==> src/rtl/alu_share_arbiter.sv <==
// Round-robin arbiter sharing one combinational ALU between two requesters.
// Operands are registered at grant, the ALU result is captured after one cycle, and the response is returned tagged with the requester id.
module alu_share_arbiter #(
    parameter int WIDTH = 32,
    parameter int OPW   = 3
) (
    input  logic             clk,
    input  logic             rst_n,
    input  logic             req0_valid,
    output logic             req0_ready,
    input  logic [WIDTH-1:0] req0_a,
    input  logic [WIDTH-1:0] req0_b,
    input  logic [OPW-1:0]   req0_op,
    input  logic             req1_valid,
    output logic             req1_ready,
    input  logic [WIDTH-1:0] req1_a,
    input  logic [WIDTH-1:0] req1_b,
    input  logic [OPW-1:0]   req1_op,
    output logic [WIDTH-1:0] alu_a,
    output logic [WIDTH-1:0] alu_b,
    output logic [OPW-1:0]   alu_op,
    input  logic [WIDTH-1:0] alu_out,
    input  logic             alu_zerof,
    input  logic             alu_negf,
    input  logic             alu_overf,
    input  logic             alu_carry,
    output logic             rsp_valid,
    input  logic             rsp_ready,
    output logic             rsp_id,
    output logic [WIDTH-1:0] rsp_out,
    output logic             rsp_zerof,
    output logic             rsp_negf,
    output logic             rsp_overf,
    output logic             rsp_carry,
    output logic             busy
);

    typedef enum logic [1:0] {
        IDLE = 2'd0,
        EXEC = 2'd1,
        RESP = 2'd2
    } state_t;

    state_t           state;
    logic             last_grant;
    logic             grant;
    logic             id_r;
    logic [WIDTH-1:0] a_r;
    logic [WIDTH-1:0] b_r;
    logic [OPW-1:0]   op_r;

    // With both requesting, the one not served last wins; otherwise the sole requester.
    always_comb begin
        grant = req1_valid;
        if (req0_valid && req1_valid) begin
            grant = ~last_grant;
        end
    end

    // Gated by rst_n so neither port sees ready while reset is held.
    assign req0_ready = rst_n && (state == IDLE) && req0_valid && !grant;
    assign req1_ready = rst_n && (state == IDLE) && req1_valid && grant;

    assign alu_a  = a_r;
    assign alu_b  = b_r;
    assign alu_op = op_r;
    assign busy   = (state != IDLE);

    always_ff @(posedge clk or negedge rst_n) begin
        if (!rst_n) begin
            state      <= IDLE;
            last_grant <= 1'b1;
            id_r       <= 1'b0;
            a_r        <= '0;
            b_r        <= '0;
            op_r       <= '0;
            rsp_valid  <= 1'b0;
            rsp_id     <= 1'b0;
            rsp_out    <= '0;
            rsp_zerof  <= 1'b0;
            rsp_negf   <= 1'b0;
            rsp_overf  <= 1'b0;
            rsp_carry  <= 1'b0;
        end else begin
            case (state)
                IDLE: begin
                    if (req0_ready) begin
                        a_r   <= req0_a;
                        b_r   <= req0_b;
                        op_r  <= req0_op;
                        id_r  <= 1'b0;
                        state <= EXEC;
                    end else if (req1_ready) begin
                        a_r   <= req1_a;
                        b_r   <= req1_b;
                        op_r  <= req1_op;
                        id_r  <= 1'b1;
                        state <= EXEC;
                    end
                end
                EXEC: begin
                    rsp_out    <= alu_out;
                    rsp_zerof  <= alu_zerof;
                    rsp_negf   <= alu_negf;
                    rsp_overf  <= alu_overf;
                    rsp_carry  <= alu_carry;
                    rsp_id     <= id_r;
                    rsp_valid  <= 1'b1;
                    last_grant <= id_r;
                    state      <= RESP;
                end
                RESP: begin
                    if (rsp_ready) begin
                        rsp_valid <= 1'b0;
                        state     <= IDLE;
                    end
                end
                default: begin
                    rsp_valid <= 1'b0;
                    state     <= IDLE;
                end
            endcase
        end
    end

endmodule

==> config.mk <==
export PLATFORM = sky130hd
export DESIGN_NAME = alu_share_arbiter
export DESIGN_NICKNAME = d
export VERILOG_FILES = /design/src/rtl/alu_share_arbiter.sv
export SDC_FILE = /design/constraint.sdc
export NUM_CORES = 1
export LEC_CHECK = 0
export BUFFER_PORTS_ARGS = -buffer_cell sky130_fd_sc_hd__buf_2
export CORE_UTILIZATION = 35
export DETAILED_ROUTE_END_ITERATION = 6
export PLACE_DENSITY_LB_ADDON = 0.05
export SLEW_MARGIN = 5
export SYNTH_ARGS = -nofsm -noshare
export SYNTH_HDL_FRONTEND = slang
export SYNTH_SLANG_ARGS = --single-unit
==> constraint.sdc <==
create_clock -name clk -period 2.51 [get_ports clk]
set_clock_uncertainty 0.2 [all_clocks]
set_input_delay 0.502 -clock clk [delete_from_list [all_inputs] [get_ports clk]]
set_output_delay 0.502 -clock clk [all_outputs]
set_load 0.1 [all_outputs]
# After elaboration in Yosys (flattened, before gate mapping)

Index checks and enable logic that the tools add are counted.

Output and inout bits: 108
Word-level logic and storage cells: 47
Register bits after elaboration: 109

Bitwise gates (word level): 2
Equal/unequal tests: 4
Multiplexer cells: 15
Reductions and logical operators: 13

Operators with widths:

| cell                 | count |
|---|---|
| $mux W32             | 4 |
| $logic_and A1 B1 Y1  | 6 |
| $mux W2              | 3 |
| $mux W3              | 2 |
| $pmux W2 S3          | 1 |
| $reduce_and A2 Y1    | 3 |
| $mux W1              | 4 |
| $reduce_bool A2 Y1   | 2 |
| $ne A3 B3 Y1 const B | 1 |
| $pmux W1 S3          | 1 |
| $eq A2 B1 Y1 const B | 1 |
| $eq A2 B2 Y1 const B | 1 |
| $logic_not A2 Y1     | 1 |
| $ne A2 B2 Y1 const B | 1 |
| $not A1 Y1           | 2 |
| $logic_not A1 Y1     | 1 |

# Depth between registers and ports, before layout

Word-level depth: 7
Gate-level depth with buffers: 8
Gate-level depth less buffers: 3

# Worst setup path before layout

No wires, ideal clock.

Kind: input port to output port
Start point: input rst_n
End point: output req0_ready
Cell stages on the path: 5
Arrival time: 3.303 ns
Required time: 1.808 ns
Slack: -1.495 ns
Buffers on the path: 3
Cell sequence: or3b_1 -> buf_2 -> buf_6 -> buf_6 -> nor3_1

Cells in the longest elaborated chain, start to end: 3

RTL lines:

| what                              | line | text |
|---|---|---|
| start: declaration                | 8    | `input logic rst_n,` |
| $logic_and A1 B1 Y1 (3 in series) | 61   | `assign req0_ready = rst_n && (state == IDLE) && req0_valid && !grant;` |
| end: declaration                  | 10   | `output logic req0_ready,` |

No other way between the ends.

# Worst setup path in the final report

Start point: register state[0]
End point: output req1_ready

Cells in the longest elaborated chain, start to end: 4

RTL lines:

| what                              | line | text |
|---|---|---|
| start: declaration                | 44   | `state_t state;` |
| start signal: assignment          | 71   | `state <= IDLE;` |
| start signal: assignment          | 92   | `state <= EXEC;` |
| start signal: assignment          | 98   | `state <= EXEC;` |
| $logic_not A2 Y1                  | 62   | `assign req1_ready = rst_n && (state == IDLE) && req1_valid && grant;` |
| $logic_and A1 B1 Y1 (3 in series) | 62   |  |
| end: declaration                  | 15   | `output logic req1_ready,` |

No other way between the ends.

==> out/qor.yml <==
synthesis:
  synth-warning-count: 0
  synth-seq-area-share: 0.511
  synthDistinctLibCells: 31
  synth-edff-count: 0
  synth_area_per_cell_sq_um: 10.5
  synth_flop_cell: "dfrtp_1"
  synth_fp_nets: 684
  postSynthCellCount: 509
  synth_seq_cells: 109
  synthesis.area_sq_mm: 0.00534
  synth_async_sr_flop_share: 1.00
detailed_routing:
  drt_iter0_markers: 335
  avgViaCountPerCell: 5.69
  wl_per_cell_um: 19.0
  postRouteAntennaNets: 0
  finalWirelength_mm: 17.9
  drt-pass1-iter-count: 7
  via_count: 5355
  drcViolationCount: 42
timing:
  worstMarginPinSlew_ns: 1.10
  grt_setup_unrepaired: "false"
  slew_violations: 0
  hold_slack_ns: 0.184
  max_freq_ghz: 0.424
  fin_crit_ns: 2.36
  report.final.hold_viol_count: 0
  relSlewSlack: 0.265
  fin_crit_sh: 0.941
  finalSetupViolCount: 0
clocking:
  clkLatencyLatePin_ns: 0.34
  cts.sink_count: 109
  path_clk_slew_ns: 0.07
  cts_buffers: 9
  htreeDepth: 3
  clock_path_buffers: 2
  clockRootBuffer: "clkbuf_16"
  cts_tree: "yes"
layout:
  final_core_util: 0.497
  finalNetCount: 926
  final_common_cell: "buf_2"
  final_cell_mix: "279 x buf_2, 108 x dfrtp_1, 67 x nand4_1, 67 x a21oi_1, 67 x a31oi_1"
  fillers: 1433
  layout-drive-gt1-share: 0.495
  area_delta_synth_final_pct: 36.7
floorplanning:
  die_w_um: 126
  start_util: 0.363
  core_sq_mm: 0.0147
  rows: 44
  die_y_um: 126
  ios: 283
  dieArea_sq_mm: 0.0158
setup_path:
  cp-end-kind: "primary output"
  path_class: "flop to primary output"
  worstPathMaxFanout: 7
  crit_chain: "nor3b_2, and3_1, buf_12"
  slowest_delay_ns: 0.45
  critical_path.startpoint_type: "flop"
  crit_buf_inv: 1
  cp.arrival_ns: 1.66
  slowest_stage: "dfrtp_1"
  cp_top_family: "simple AND/OR/NAND/NOR gates"
  required_ns: 1.81
global_routing:
  antenna_found_initial: 1
  grt_pass1_wl_mm: 28.4
  grt_max_degree: 86
  grt_pass1_vias: 5211
  grt_overflow_total: 0
  grt_usage: 0.229
outcome:
  status: "finished with violations"
  violations: "DRC"
flow_run:
  cap_violations: 0
placement:
  dp_hpwl_mm: 11.8
  port_buffers: 282
  globalplace.congestion: 0.771
min_path:
  hold_class: "input port to flop"
sequential cells by signal, summed over array words and instances (netlist names):
signal / flops
rsp_carry: 1
rsp_out: 32
alu_b: 32
rsp_negf: 1
rsp_id: 1
alu_op: 3
rsp_zerof: 1
last_grant: 1
rsp_valid: 1
state: 2
id_r: 1
rsp_overf: 1
alu_a: 32
cells in the mapped netlist (all sizes together), types with 2 or more instances:
cell type,number,area share
clkbuf,36,0.025
inv,2,0.0014
or2,2,0.0023
o31ai,67,0.10
o21ai,3,0.0028
a21oi,67,0.063
nor2b,2,0.0023
buf,37,0.041
nand4,67,0.078
nand2,2,0.0014
and2,2,0.0023
dfrtp,108,0.51
mux2,36,0.076
a31oi,67,0.078
area by class of cell:
cell class,count,area [sq um],share of cell area
Antenna cell,1,2.50,0.000343
Inverter,3,11.3,0.00154
Multi-Input combinational cell,324,2290,0.313
Clock inverter,6,116,0.0159
Clock buffer,10,239,0.0327
Tap cell,184,230,0.0315
Timing Repair Buffer,304,1690,0.231
Sequential cell,109,2730,0.374
worst reg2reg max path, cell delays in order, from the launching register on:
cell and delay [ns]:
dfrtp_1 0.45, or3b_4 0.45, buf_4 0.30, o31ai_1 0.35, a31oi_1 0.12
worst paths after layout:
kind	endpoint	cells after the start	slack [ns]	start
min	rsp_out[28]	2	0.18	alu_out[28]
min reg2reg	rsp_valid	1	0.28	rsp_valid
max	req1_ready	3	0.15	state[0]
max reg2reg	alu_a[21]	4	0.53	state[0]
max in group asynchronous	alu_b[18]	2	1.11	rst_n
min in group asynchronous	state[1]	2	0.26	rst_n
repair_timing:
action,in CTS,in global routing
endpoints found under the hold margin,4,0
gates resized for setup,0,0
buffers inserted,0,0
hold buffers,2,0
through the flow:
| stage | setup WS, ns | TNS [ns] | instances | instance area (sq um) |
|---|---|---|---|---|
| finish | 0.149 | 0 | 941 | 7300 |
| global route | 0.0452 | 0 | 940 | 7300 |
| CTS | 0.124 | 0 | 940 | 7300 |
| detailed placement | 0.325 | 0 | 922 | 6930 |
| global placement | 0.344 | 0 | 922 | 6930 |
| floorplan | -0.168 | -0.168 | 509 | 5360 |
metal layers:
layer,track usage,routed length [um],up-vias
li1,-,-,2492
met3,0.0488,1470,37
met1,0.302,7510,2576
met2,0.360,8350,250
met4,0.102,559,0
met5,0,0,-
kinds of logic after synthesis:
| family | synth area share |
|---|---|
| compound gates | 0.251 |
| flops | 0.511 |
| simple gates | 0.0939 |
| buf+inv | 0.0682 |
| mux | 0.0759 |
Power is left out: the tool's default activity adds up to more than one toggle a clock period on the data nets, which glitch-free logic cannot reach.
